--- config.mk ---
export PLATFORM = sky130hd
export DESIGN_NAME = pipeline_ctrl
export DESIGN_NICKNAME = d
export VERILOG_FILES = /design/src/rtl/pipeline_ctrl.sv
export SDC_FILE = /design/constraint.sdc
export NUM_CORES = 1
export LEC_CHECK = 0
export CAP_MARGIN = 15
export CORE_MARGIN = 4
export CORE_UTILIZATION = 40
export CTS_CLUSTER_DIAMETER = 50
export DETAILED_ROUTE_END_ITERATION = 16
export DONT_BUFFER_PORTS = 1
export PLACE_DENSITY = 0.58
export SLEW_MARGIN = 5
export SYNTH_ARGS = -nofsm -noshare
export SYNTH_HDL_FRONTEND = slang
export SYNTH_SLANG_ARGS = --single-unit
--- constraint.sdc ---
create_clock -name clock -period 3.26 [get_ports clock]
set_input_delay 0.489 -clock clock [delete_from_list [all_inputs] [get_ports clock]]
set_output_delay 0.489 -clock clock [all_outputs]
set_load 0.005 [all_outputs]
--- src/rtl/pipeline_ctrl.sv ---
// Hazard/stall controller: pause/bubble per pipeline register, PC hold, dmem timeout FSM.
// Optional EX/MEM forwarding hazard model selected by PIPE_FWD_EN.
module pipeline_ctrl #(
    parameter int MEM_TIMEOUT = 256,
    parameter int CNT_W       = 16
) (
    input  logic       clock,
    input  logic       reset_n,
    input  logic [4:0] id_rs1,
    input  logic [4:0] id_rs2,
    input  logic       id_rs1_used,
    input  logic       id_rs2_used,
    input  logic [4:0] ex_rd,
    input  logic       ex_reg_write,
    input  logic       ex_mem_read,
    input  logic [4:0] mem_rd,
    input  logic       mem_reg_write,
    input  logic       ex_branch_taken,
    input  logic       imem_ready,
    input  logic       dmem_req,
    input  logic       dmem_ack,
    output logic       pc_pause,
    output logic       if_id_pause,
    output logic       if_id_bubble,
    output logic       id_ex_pause,
    output logic       id_ex_bubble,
    output logic       ex_mem_pause,
    output logic       ex_mem_bubble,
    output logic       mem_wb_pause,
    output logic       mem_wb_bubble,
    output logic       mem_timeout,
    output logic [1:0] state
);

    typedef enum logic [1:0] {
        RUN      = 2'd0,
        MEM_WAIT = 2'd1,
        ERROR    = 2'd2
    } state_t;

    state_t           state_q;
    state_t           state_d;
    logic [CNT_W-1:0] wait_cnt;
    logic             mem_stall;
    logic             data_hazard;

    function automatic logic reg_match(input logic [4:0] a, input logic [4:0] b);
        return (a == b) && (a != 5'd0);
    endfunction

    assign mem_stall = dmem_req & ~dmem_ack;

    logic ex_hit;
    assign ex_hit = (id_rs1_used & reg_match(id_rs1, ex_rd))
                  | (id_rs2_used & reg_match(id_rs2, ex_rd));

`ifdef PIPE_FWD_EN
    logic unused_mem;
    assign unused_mem  = ^{mem_rd, mem_reg_write};
    assign data_hazard = ex_mem_read & ex_reg_write & ex_hit;
`else
    logic mem_hit;
    assign mem_hit = (id_rs1_used & reg_match(id_rs1, mem_rd))
                   | (id_rs2_used & reg_match(id_rs2, mem_rd));
    // Write-first regfile: a producer in WB is already visible to ID.
    assign data_hazard = (ex_reg_write & ex_hit) | (mem_reg_write & mem_hit);
`endif

    always_ff @(posedge clock or negedge reset_n) begin
        if (!reset_n) begin
            state_q <= RUN;
        end else begin
            state_q <= state_d;
        end
    end

    // Saturating count of consecutive un-acked request cycles.
    always_ff @(posedge clock or negedge reset_n) begin
        if (!reset_n) begin
            wait_cnt <= '0;
        end else if (mem_stall) begin
            if (wait_cnt != '1) begin
                wait_cnt <= wait_cnt + CNT_W'(1);
            end
        end else begin
            wait_cnt <= '0;
        end
    end

    always_comb begin
        state_d = state_q;
        unique case (state_q)
            RUN: begin
                if (mem_stall) begin
                    state_d = MEM_WAIT;
                end
            end
            MEM_WAIT: begin
                if (dmem_ack | ~dmem_req) begin
                    state_d = RUN;
                end else if (wait_cnt == CNT_W'(MEM_TIMEOUT - 1)) begin
                    state_d = ERROR;
                end
            end
            ERROR: begin
                state_d = ERROR;
            end
            default: begin
                state_d = RUN;
            end
        endcase
    end

    always_comb begin
        pc_pause      = 1'b0;
        if_id_pause   = 1'b0;
        if_id_bubble  = 1'b0;
        id_ex_pause   = 1'b0;
        id_ex_bubble  = 1'b0;
        ex_mem_pause  = 1'b0;
        ex_mem_bubble = 1'b0;
        mem_wb_pause  = 1'b0;
        mem_wb_bubble = 1'b0;
        if (!reset_n) begin
            if_id_bubble  = 1'b1;
            id_ex_bubble  = 1'b1;
            ex_mem_bubble = 1'b1;
            mem_wb_bubble = 1'b1;
        end else if (state_q == ERROR) begin
            pc_pause     = 1'b1;
            if_id_pause  = 1'b1;
            id_ex_pause  = 1'b1;
            ex_mem_pause = 1'b1;
            mem_wb_pause = 1'b1;
        end else if (mem_stall) begin
            pc_pause      = 1'b1;
            if_id_pause   = 1'b1;
            id_ex_pause   = 1'b1;
            ex_mem_pause  = 1'b1;
            mem_wb_bubble = 1'b1;
        end else if (ex_branch_taken) begin
            if_id_bubble = 1'b1;
            id_ex_bubble = 1'b1;
        end else if (data_hazard) begin
            pc_pause     = 1'b1;
            if_id_pause  = 1'b1;
            id_ex_bubble = 1'b1;
        end else if (!imem_ready) begin
            pc_pause     = 1'b1;
            if_id_bubble = 1'b1;
        end
    end

    assign mem_timeout = (state_q == ERROR);
    assign state       = state_q;

endmodule

Word-level counts from Yosys, hierarchy flattened
Cells that the tools add are included.
{"block": "totals", "ff_bits": 18, "latchBits": 0, "ram_bits": 0, "romBits": 0, "out_inout_bits": 12, "wordCells": 69, "mem_count": 0}
{"block": "classes", "addsub": 1, "mul": 0, "div": 0, "n_lt_le_gt_ge": 0, "eq_ne": 11, "shift": 0, "n_mux": 34, "bitwise": 13, "n_reduce_logical": 8}
{"operator": "2-to-1 mux 16 bit", "n": 2}
{"operator": "2-to-1 mux 1 bit", "n": 28}
{"operator": "== test 5 bit", "n": 4}
{"operator": "adder 16 x 1 -> 16 bit, second input constant", "n": 1}
{"operator": "== test 16 x 8 -> 1 bit, second input constant", "n": 1}
{"operator": "inequality test 16 bit, second input constant", "n": 1}
{"operator": "nonzero test 5 bit", "n": 2}
{"operator": "bitwise AND 1 bit", "n": 7}
{"operator": "2-to-1 mux 2 bit", "n": 3}
{"operator": "one-hot mux 2 bit (3 select lines)", "n": 1}
{"operator": "logical AND 1 bit", "n": 4}
{"operator": "bitwise OR 1 bit", "n": 4}
{"operator": "inequality test 3 bit, second input constant", "n": 1}
{"operator": "== test 2 x 1 -> 1 bit, second input constant", "n": 1}
{"operator": "== test 2 bit, second input constant", "n": 1}
{"operator": "logical NOT 2 bit", "n": 1}
{"operator": "inequality test 2 x 1 -> 1 bit, second input constant", "n": 1}
{"operator": "inequality test 2 bit, second input constant", "n": 1}
{"operator": "NOT 1 bit", "n": 2}
{"operator": "AND reduction 2 bit", "n": 1}

Logic depth before layout (Yosys ltp)
Gate-level depths: netlist (run 1).
{"block": "depth", "ltp_word": 11, "ltp_mapped": 7, "mapped_depth_nobuf": 6}

Worst setup path after synthesis (run 1)
No wires, ideal clock.
{"block": "synth_timing", "kind": "input to output", "startpoint": "input port id_rs1[0]", "endpoint": "output port if_id_bubble", "arrival_time_ns": 1.523, "setup_slack_ns": 1.248, "cell_stages": 4, "path_buffers": 0, "path_cell_list": "or4_1 -> o21a_1 -> a32oi_2 -> a21o_1"}
{"block": "synth_via", "elab_chain_len": 11, "elab_cells_between_ends": 17, "classes_between": "eq/ne (2); mux (5); bitwise (7); reduce/logical (3)"}
{"item": "from (decl)", "line_no": "9", "source": "input logic [4:0] id_rs1,"}
{"item": "== test 5 bit / nonzero test 5 bit (equally long branches)", "line_no": "48", "source": "return (a == b) && (a != 5'd0);"}
{"item": "logical AND 1 bit", "line_no": "48"}
{"item": "bitwise AND 1 bit, on equally long branches", "line_no": "54, 63"}
{"item": "bitwise OR 1 bit, on equally long branches", "line_no": "55, 64"}
{"item": "bitwise AND 1 bit", "line_no": "66", "source": "assign data_hazard = (ex_reg_write & ex_hit) | (mem_reg_write & mem_hit);"}
{"item": "bitwise OR 1 bit (*)", "line_no": "66"}
{"item": "2-to-1 mux 1 bit (*)", "line_no": "144", "source": "end else if (data_hazard) begin"}
{"item": "2-to-1 mux 1 bit (*)", "line_no": "141", "source": "end else if (ex_branch_taken) begin"}
{"item": "2-to-1 mux 1 bit (*)", "line_no": "135", "source": "end else if (mem_stall) begin"}
{"item": "2-to-1 mux 1 bit (*)", "line_no": "129", "source": "end else if (state_q == ERROR) begin"}
{"item": "2-to-1 mux 1 bit (*)", "line_no": "124", "source": "if (!reset_n) begin"}
{"item": "to (decl)", "line_no": "24", "source": "output logic if_id_bubble,"}
Mark *: on every way between the ends. The rest lies on a longest branch, timed or not.

Worst setup path after layout (run 1)
{"block": "layout_timing", "startpoint": "register state_q[1] (netlist: state[1])", "endpoint": "output port pc_pause"}
{"block": "layout_via", "elab_chain_len": 3}
{"item": "from (decl)", "line_no": "41", "source": "state_t state_q;"}
{"item": "from (signal assigned)", "line_no": "73", "source": "state_q <= state_d;"}
{"item": "== test 2 bit"}
{"item": "via mem_timeout", "line_no": "31", "source": "output logic mem_timeout,"}
{"item": "2-to-1 mux 1 bit", "line_no": "129"}
{"item": "2-to-1 mux 1 bit", "line_no": "124"}
{"item": "to (decl)", "line_no": "22", "source": "output logic pc_pause,"}
The timed path passes the listed nets, and every way through them passes these cells.

==> flow_metrics.tcl, run 1 <==
set metrics [dict create \
    startpoint "state[1]" \
    initial_core_util 0.427 \
    antenna_found_initial 0 \
    avgViaCountPerCell 5.46 \
    critPathSlowestCell "dfrtp_1" \
    timing.rr.start "wait_cnt[0]" \
    first_pass_iters 4 \
    insertion_delay_ns 0.29 \
    path_depth 5 \
    dp_cells 191 \
    drc 0 \
    postCtsResizedCells 0 \
    drtIter0Drc 18 \
    syn_avg_cell_area_um2 8.83 \
    wl_um 2850 \
    path_delay_family "simple AND/OR/NAND/NOR gates" \
    cp-start-kind "flop" \
    yosys.area.top_type_share 0.340 \
    fin_skew_ns 0.00323 \
    post_cts_buffers 0 \
    synth-seq-cells 18 \
    grt_remaining_overflow 0 \
    utilization 0.454 \
    maxSlewHeadroom 0.437 \
    ys_types 39 \
    final_cells 196 \
    ys_seq_area_frac 0.340 \
    drv_slew 0 \
    path_class "flop to primary output" \
    via_count 1071 \
    antennaDiodeCount 0 \
    max_stage_delay_ns 0.42 \
    die_h_um 65.5 \
    hold_violations 0 \
    cp_num_buf_inv 1 \
    finalCritPeriodShare 0.657 \
    nNetsFinal 185 \
    gp_congestion 0.812 \
    drv_cap 0 \
    fin_ws_ns 1.12 \
    core_um2 3100 \
    cts-root-buf "clkbuf_4" \
    hold_path_class "flop to flop" \
    worst-r2r-setup-slack_ns 1.30 \
    p_sw_frac 0.230 \
    synth_area_leaders "dfrtp_1 34%, xnor2_1 21%, nor2_1 5.7%" \
    io_buffers 0 \
    grt_pass1_vias 1059 \
    syn_inst 150 \
    setup_viol 0 \
    drive_gt1_frac 0.0724 \
    p_seq_frac 0.545 \
    synth_top_area_cell "dfrtp_1" \
    place_area_um2 1360 \
    end_kind "primary output" \
    worstPathMaxFanout 5 \
    p_per_area_nw_per_um2 295 \
    netlist_area_um2 1320 \
    ys.warnings.count 0 \
    cts_tree "done" \
    grt_pass1_wl_um 4960 \
    hpwl_um 2240 \
    clk_pin_slew_ns 0.10 \
    crit_required_ns 2.77 \
    grt_max_degree 20 \
    syn_nets 182 \
    cts_buffers 3 \
    routedWlPerCell_um 14.5 \
    cts_sinks 18 \
    status "finished clean" \
    stdcell_area_um2 1410 \
    die_area_um2 4290 \
    synth-main-ff-cell "dfrtp_1" \
    tightest_slew_ns 0.842 \
    die_w_um 65.5 \
    pre_cts_ws_ns 1.17 \
    cp_data_arrival_time_ns 1.65 \
    period_needed_ns 2.14 \
    tns_ns 0 \
    path_cells "nor2b_1, o21ai_1, inv_1, nor2_1, a31oi_1" \
    endpoint "pc_pause" \
    antenna_left 0 \
    reg2reg_to "wait_cnt[10]" \
    peakVddDrop_mv 0.152 \
    yosysMostFrequentCell "xnor2_1" \
    reg2regPathDepth 7 \
    rsz0062_at_grt "no" \
    combPwrFrac 0.126 \
    synthTopCellsByCount "32 x xnor2_1, 20 x nor2_1, 18 x dfrtp_1" \
    async_flop_share 1.00 \
    p_leak_nw 0.529 \
    switchingPower_mw 0.0959 \
    fmax_mhz 467 \
    pwr-share-clk 0.329 \
    p_int_mw 0.320 \
    cts_buffer_depth 2 \
    grt_util_all_layers 0.147 \
    cts-htree-levels 1 \
    area_delta_synth_final_pct 6.52 \
    synth-edff-count 0 \
    ios 43 \
    row_count 20 \
]
## worst min path at each step
stage / start / to / slack (ns) / cells past startpoint
floorplan: reset_n / state[0] / 0.19 / 0
global placement: reset_n / wait_cnt[7] / 0.19 / 0
detailed placement: reset_n / wait_cnt[8] / 0.19 / 0
CTS: state[1] / state[0] / 0.53 / 1
global route: state[1] / state[0] / 0.54 / 1
finish: state[1] / state[0] / 0.52 / 1
## final cells by class
cell class,count,area (um^2)
inverters,2,7.51
clock buffers,4,36.3
well taps,44,55.1
flip-flops and latches,18,450
multi-input cells,126,843
repair buffers,2,17.5
fillers,334,1690
## metrics by stage
| step | total power, mW | hold slack (ns) |
|---|---|---|
| after floorplan | 0.273 | 0.193 |
| after global routing | 0.439 | 0.544 |
| after global placement | 0.278 | 0.194 |
| after CTS | 0.425 | 0.527 |
| final | 0.416 | 0.521 |
| after detailed placement | 0.279 | 0.195 |
## cell families (layout without fill, tap and decap cells)
kind of cell    after synthesis  after routing  synth area share
compound gates               19             19             0.104
xor+xnor                     32             32             0.212
fa+ha+maj                     1              1           0.00945
buf+inv                       6              8            0.0227
flops                        18             18             0.340
mux                           1              1           0.00756
simple gates                 73             73             0.304
## placed cells by master, fill, tap and decap left out, drive strengths merged, types with 3 or more instances in the layout
cell     n
nand3    3
nor2b    3
a21boi   3
and3     4
nor2    21
xnor2   32
dfrtp   18
nand4    9
a21oi    5
nor3    10
nand2   11
clkbuf   4
## power groups by stage
stage	sequential (mW)	combinational, mW	clock, mW
floorplan	0.231	0.0428	0
global placement	0.231	0.0465	0
detailed placement	0.231	0.0477	0
CTS	0.227	0.0537	0.144
global route	0.227	0.0589	0.153
finish	0.227	0.0526	0.137
## what timing repair did
| item | 4_1_cts | 5_1_grt |
|---|---|---|
| hold buffers | 1 | 0 |
| hold endpoints to repair | 18 | 0 |
| endpoints found under the setup margin | 0 | 0 |
## state kept, by name, indices dropped and copies added (netlist names)
name / cells
wait_cnt: 16
state: 2
## worst register-to-register path, cell delays in order, from the launching register on
cell and delay (ns):
dfrtp_1 0.39, ha_1 0.20, nand3_2 0.16, nor3_1 0.48, buf_4 0.24, nor2b_1 0.17
xnor2_1 0.13, nor2_1 0.06
## routing by layer
metal	routed length, um	vias to the layer above	part of all wire	track usage
met3	118	4	0.041	0.0291
li1	-	534	-	-
met4	30	0	0.011	0.0389
met1	1240	515	0.44	0.190
met2	1460	18	0.51	0.248
met5	0	-	0	0
No activity file was read; power rests on OpenSTA's default activity.
==> inputs of run 2 (changes only) <==
--- a/config.mk
+++ b/config.mk
@@ -11,7 +11,7 @@
 export CTS_CLUSTER_DIAMETER = 50
 export DETAILED_ROUTE_END_ITERATION = 16
 export DONT_BUFFER_PORTS = 1
-export PLACE_DENSITY = 0.58
+export PLACE_DENSITY = 0.6
 export SLEW_MARGIN = 5
 export SYNTH_ARGS = -nofsm -noshare
 export SYNTH_HDL_FRONTEND = slang
==> constraint.sdc (replaced) <==
create_clock -name clock -period 1.85 [get_ports clock]
set_input_delay 0.2775 -clock clock [delete_from_list [all_inputs] [get_ports clock]]
set_output_delay 0.2775 -clock clock [all_outputs]
set_load 0.005 [all_outputs]
==> run 2 against run 1 <==
Clock-buffer cell count is the same. Final cell count grew 1.0%. Power grew 76%. Clock power grew 74%.
==> flow_metrics.tcl, run 2 (synthesis gave the netlist of run 1 again) <==
set metrics [dict create \
    io_buffers 0 \
    utilization 0.463 \
    path_class "flop to primary output" \
    nNetsFinal 187 \
    wl_um 2870 \
    tns_ns 0 \
    reg2reg_to "wait_cnt[12]" \
    reg2regPathDepth 7 \
    min-delay-start "dmem_req" \
    min_to "wait_cnt[7]" \
    grt_pass1_vias 1089 \
    timing.rr.start "wait_cnt[0]" \
    via_count 1084 \
    worstPathMaxFanout 5 \
    min_path_cells 2 \
    finalCritPeriodShare 0.927 \
    wl_met2_um 1510 \
    antennaDiodeCount 0 \
    wl_met1_um 1150 \
    end_kind "primary output" \
    avgViaCountPerCell 5.47 \
    p_leak_nw 0.538 \
    final_common_cell "xnor2_1" \
    die_w_um 65.5 \
    largest_register_ffs 16 \
    die_area_um2 4290 \
    fin_total_pwr_mw 0.733 \
    worst-r2r-setup-slack_ns 0.21 \
    insertion_delay_ns 0.29 \
    drtIter0Drc 17 \
    rsz0062_at_grt "no" \
    switchingPower_mw 0.168 \
    core_um2 3100 \
    period_needed_ns 1.71 \
    final_cell_mix "32 x xnor2_1, 20 x nor2_1, 18 x dfrtp_1, 11 x nand2_1, 10 x nor3_1" \
    post_cts_buffers 0 \
    pwr-share-clk 0.324 \
    cts-htree-levels 1 \
    area_delta_synth_final_pct 8.51 \
    top_register "wait_cnt" \
    peakVddDrop_mv 0.307 \
    cts_buffer_depth 2 \
    dr.max_layer_used "met4" \
    cp-start-kind "flop" \
    setup_viol 0 \
    p_sw_frac 0.229 \
    hold_path_class "primary input to flop" \
    fmax_mhz 583 \
    tightest_slew_ns 0.838 \
    drive_gt1_frac 0.104 \
    fin_skew_ns 0.00412 \
    drv_slew 0 \
    status "finished clean" \
    cts_sinks 18 \
    crit_required_ns 1.57 \
    cts_buffers 3 \
    drc 0 \
    hpwl_um 2290 \
    cp_data_arrival_time_ns 1.44 \
    p_per_area_nw_per_um2 511 \
    grt_util_all_layers 0.148 \
    ios 43 \
    combPwrFrac 0.131 \
    first_pass_iters 4 \
    antenna_left 0 \
    maxSlewHeadroom 0.439 \
    p_seq_frac 0.545 \
    row_count 20 \
    cts_tree "done" \
    cts-root-buf "clkbuf_4" \
    grt_max_degree 19 \
    route.met3.wl_um 183 \
    drv_cap 0 \
    grt_remaining_overflow 0 \
    antenna_found_initial 0 \
    die_h_um 65.5 \
    clk_pin_slew_ns 0.10 \
    grt_pass1_wl_um 4970 \
    gp_congestion 0.817 \
    routedWlPerCell_um 14.5 \
    initial_core_util 0.427 \
    hold_violations 0 \
    p_int_mw 0.566 \
]
[run 2: cell types whose count changed in the layout (fill, tap and decap cells not counted)]
cell | previous run | this run
nor2b_1 | 3 | 2
buf_4 | 1 | 3
o21ai_2 | 0 | 1
o21ai_1 | 1 | 0
nor2b_4 | 0 | 1
inv_1 | 2 | 1
inv_2 | 0 | 1
[run 2: critical path, cell delays in order, from the launching register on]
cell and delay (ns):
dfrtp_1 0.43, nor2b_4 0.16, o21ai_2 0.19, inv_2 0.09, nor2_1 0.15, a21o_1 0.12
[run 2: timing repair]
action,in CTS,in global routing
endpoints found under the hold margin,18,0
hold buffers,1,0
setup endpoints to repair,2,2
resized for setup,2,2
[run 2: layout make-up]
cell class | count | area, um^2
Clock buffer | 4 | 36.3
Multi-Input combinational cell | 126 | 855
Sequential cell | 18 | 450
Timing Repair Buffer | 4 | 32.5
Fill cell | 326 | 1670
Inverter | 2 | 7.51
Tap cell | 44 | 55.1
[run 2: how the worst max path moves through the flow]
stage          startpoint  depth (start not counted)           end  slack [ns]
2_1_floorplan   id_rs1[0]                          4  if_id_bubble        0.26
3_3_place_gp    id_rs1[0]                          4  if_id_bubble        0.20
3_5_place_dp    id_rs1[0]                          4  if_id_bubble        0.15
4_1_cts          state[1]                          5      pc_pause        0.03
5_1_grt          state[1]                          5  if_id_bubble       0.007
6_report         state[1]                          5  if_id_bubble        0.14
[run 2: power groups by stage]
| stage | combinational [mW] | sequential [mW] | clock, mW |
|---|---|---|---|
| 3_5_place_dp | 0.0866 | 0.407 | 0 |
| 3_3_place_gp | 0.0839 | 0.407 | 0 |
| 4_1_cts | 0.0973 | 0.400 | 0.255 |
| 6_report | 0.0958 | 0.400 | 0.238 |
| 5_1_grt | 0.106 | 0.401 | 0.282 |
| 2_1_floorplan | 0.0755 | 0.406 | 0 |
[run 2: routing by layer]
| metal | track usage | vias to the layer above |
|---|---|---|
| met5 | 0 | - |
| met4 | 0.0544 | 0 |
| met3 | 0.0256 | 4 |
| met2 | 0.271 | 23 |
| met1 | 0.169 | 519 |
| li1 | - | 538 |
[run 2: through the flow]
step / setup WS (ns) / hold WS (ns) / cells / instance area (um^2)
CTS: 0.0299 / 0.332 / 198 / 1430
floorplan: 0.261 / -0.0181 / 150 / 1320
global route: 0.00749 / 0.361 / 198 / 1440
finish: 0.136 / 0.340 / 198 / 1440
global placement: 0.195 / -0.0172 / 193 / 1380
detailed placement: 0.154 / -0.0173 / 193 / 1380
==> inputs of run 3 (changes only) <==
--- a/config.mk
+++ b/config.mk
@@ -6,13 +6,12 @@
 export NUM_CORES = 1
 export LEC_CHECK = 0
 export CAP_MARGIN = 15
-export CORE_MARGIN = 4
-export CORE_UTILIZATION = 40
+export CORE_UTILIZATION = 50
 export CTS_CLUSTER_DIAMETER = 50
 export DETAILED_ROUTE_END_ITERATION = 16
 export DONT_BUFFER_PORTS = 1
-export PLACE_DENSITY = 0.6
-export SLEW_MARGIN = 5
+export PLACE_DENSITY = 0.72
+export SLEW_MARGIN = 20
 export SYNTH_ARGS = -nofsm -noshare
 export SYNTH_HDL_FRONTEND = slang
 export SYNTH_SLANG_ARGS = --single-unit
==> run 3 against run 2 <==
Maximum frequency decreased by 0.26%. Via count grew 1.0%. Critical path depth is 2 higher. Core utilization rose by 11 points. Global-route usage rose by 6.2 points.
==> flow_metrics.tcl, run 3 (synthesis gave the netlist of run 1 again) <==
set metrics [dict create \
    period_needed_ns 1.72 \
    io_buffers 0 \
    crit_required_ns 2.05 \
    nNetsFinal 187 \
    cp-start-kind "flop" \
    maxSlewHeadroom 0.464 \
    initial_core_util 0.530 \
    setup_viol 0 \
    status "finished clean" \
    hpwl_um 2190 \
    antennaDiodeCount 0 \
    path_cells "ha_1, nand3_2, nor3_1, buf_4, nor2b_1, xnor2_1, nor2_1" \
    routedWlPerCell_um 15.3 \
    gp_congestion 0.746 \
    top_register "wait_cnt" \
    route.met3.wl_um 164 \
    p_leak_nw 0.539 \
    via_count 1095 \
    tightest_slew_ns 0.801 \
    dr.max_layer_used "met4" \
    area_delta_synth_final_pct 7.94 \
    cts_tree "done" \
    post_cts_buffers 0 \
    hold_path_class "primary input to flop" \
    wl_met1_um 1230 \
    drtIter0Drc 9 \
    critPathSlowestCell "dfrtp_1" \
    fillers 232 \
    rsz0062_at_grt "no" \
    grt_max_degree 19 \
    cts_sinks 18 \
    worstPathMaxFanout 7 \
    cts-root-buf "clkbuf_4" \
    cts-htree-levels 1 \
    end_kind "flop" \
    peakVddDrop_mv 0.545 \
    cp_data_arrival_time_ns 1.92 \
    cts_buffer_depth 2 \
    core_um2 2500 \
    final_cells 184 \
    final_common_cell "xnor2_1" \
    drv_cap 0 \
    cts_buffers 3 \
    grt_util_all_layers 0.210 \
    path_class "flop to flop" \
    avgViaCountPerCell 5.95 \
    clk_pin_slew_ns 0.10 \
    row_count 18 \
    largest_register_ffs 16 \
    drc 0 \
    ios 43 \
    final_cell_mix "32 x xnor2_1, 19 x nor2_1, 18 x dfrtp_1, 11 x nand2_1, 10 x nor3_1" \
    drive_gt1_frac 0.110 \
    antenna_found_initial 0 \
    grt_pass1_vias 1038 \
    p_per_area_nw_per_um2 519 \
    dp_cells 179 \
    first_pass_iters 4 \
    insertion_delay_ns 0.30 \
    utilization 0.572 \
    grt_remaining_overflow 0 \
    hold_violations 0 \
    wl_met2_um 1410 \
    tns_ns 0 \
    max_stage_delay_ns 0.39 \
    fin_skew_ns 0.00497 \
    wl_um 2820 \
    antenna_left 0 \
    fmax_mhz 582 \
    drv_slew 0 \
    die_h_um 53.5 \
    grt_pass1_wl_um 4250 \
    die_w_um 53.5 \
    die_area_um2 2860 \
    finalCritPeriodShare 0.929 \
    fin_total_pwr_mw 0.742 \
]
-- run 3: cell counts in the layout (fill, tap and decap cells not counted) --
Identical to the previous run, type by type.
-- run 3: cell type report --
type,count,area (um^2),share of cell area
Multi-Input combinational cell,126,865,0.605
Tap cell,30,37.5,0.0263
Clock buffer,4,36.3,0.0254
Timing Repair Buffer,4,32.5,0.0228
Inverter,2,7.51,0.00525
Sequential cell,18,450,0.315
-- run 3: what timing repair did --
item	CTS	global route
endpoints found under the setup margin	2	3
gates resized for setup	2	4
endpoints found under the hold margin	18	0
hold buffers	1	0
-- run 3: path summary, 6_finish.rpt --
| path | start | end | slack (ns) | depth (start not counted) |
|---|---|---|---|---|
| max in group asynchronous | reset_n | wait_cnt[15] | 0.85 | 1 |
| min in group asynchronous | reset_n | wait_cnt[11] | 0.50 | 1 |
| min | dmem_req | wait_cnt[5] | 0.33 | 2 |
| min reg2reg | state[1] | state[0] | 0.53 | 1 |
| max reg2reg | wait_cnt[0] | wait_cnt[10] | 0.13 | 7 |
| max | wait_cnt[0] | wait_cnt[10] | 0.13 | 7 |
-- run 3: where the power goes --
part	internal, mW	switching, mW	total [mW]
clock network	0.120	0.125	0.246
logic	0.0503	0.0463	0.0966
registers	0.396	0.00346	0.400
-- run 3: per-stage QoR --
stage | hold WS, ns | setup WS, ns | cell area [um^2]
after global routing | 0.335 | 0.00542 | 1430
after detailed placement | -0.0178 | 0.148 | 1360
final | 0.328 | 0.131 | 1430
after CTS | 0.317 | 0.0145 | 1410
after global placement | -0.0177 | 0.176 | 1360
after floorplan | -0.0181 | 0.261 | 1320
-- run 3: critical path: cells and delay by family (launching register included) --
family                     cells  cell delay [ns]
DFF                            1             0.39
and+or+nand+nor                4             0.67
buffers and inverters          1             0.19
xor gates and xnor gates       1             0.16
adders and majority gates      1             0.19
-- run 3: per-layer routing --
layer	vias to the layer above	track usage
met2	39	0.394
li1	537	-
met4	0	0.0395
met1	516	0.230
met3	3	0.0603
met5	-	0
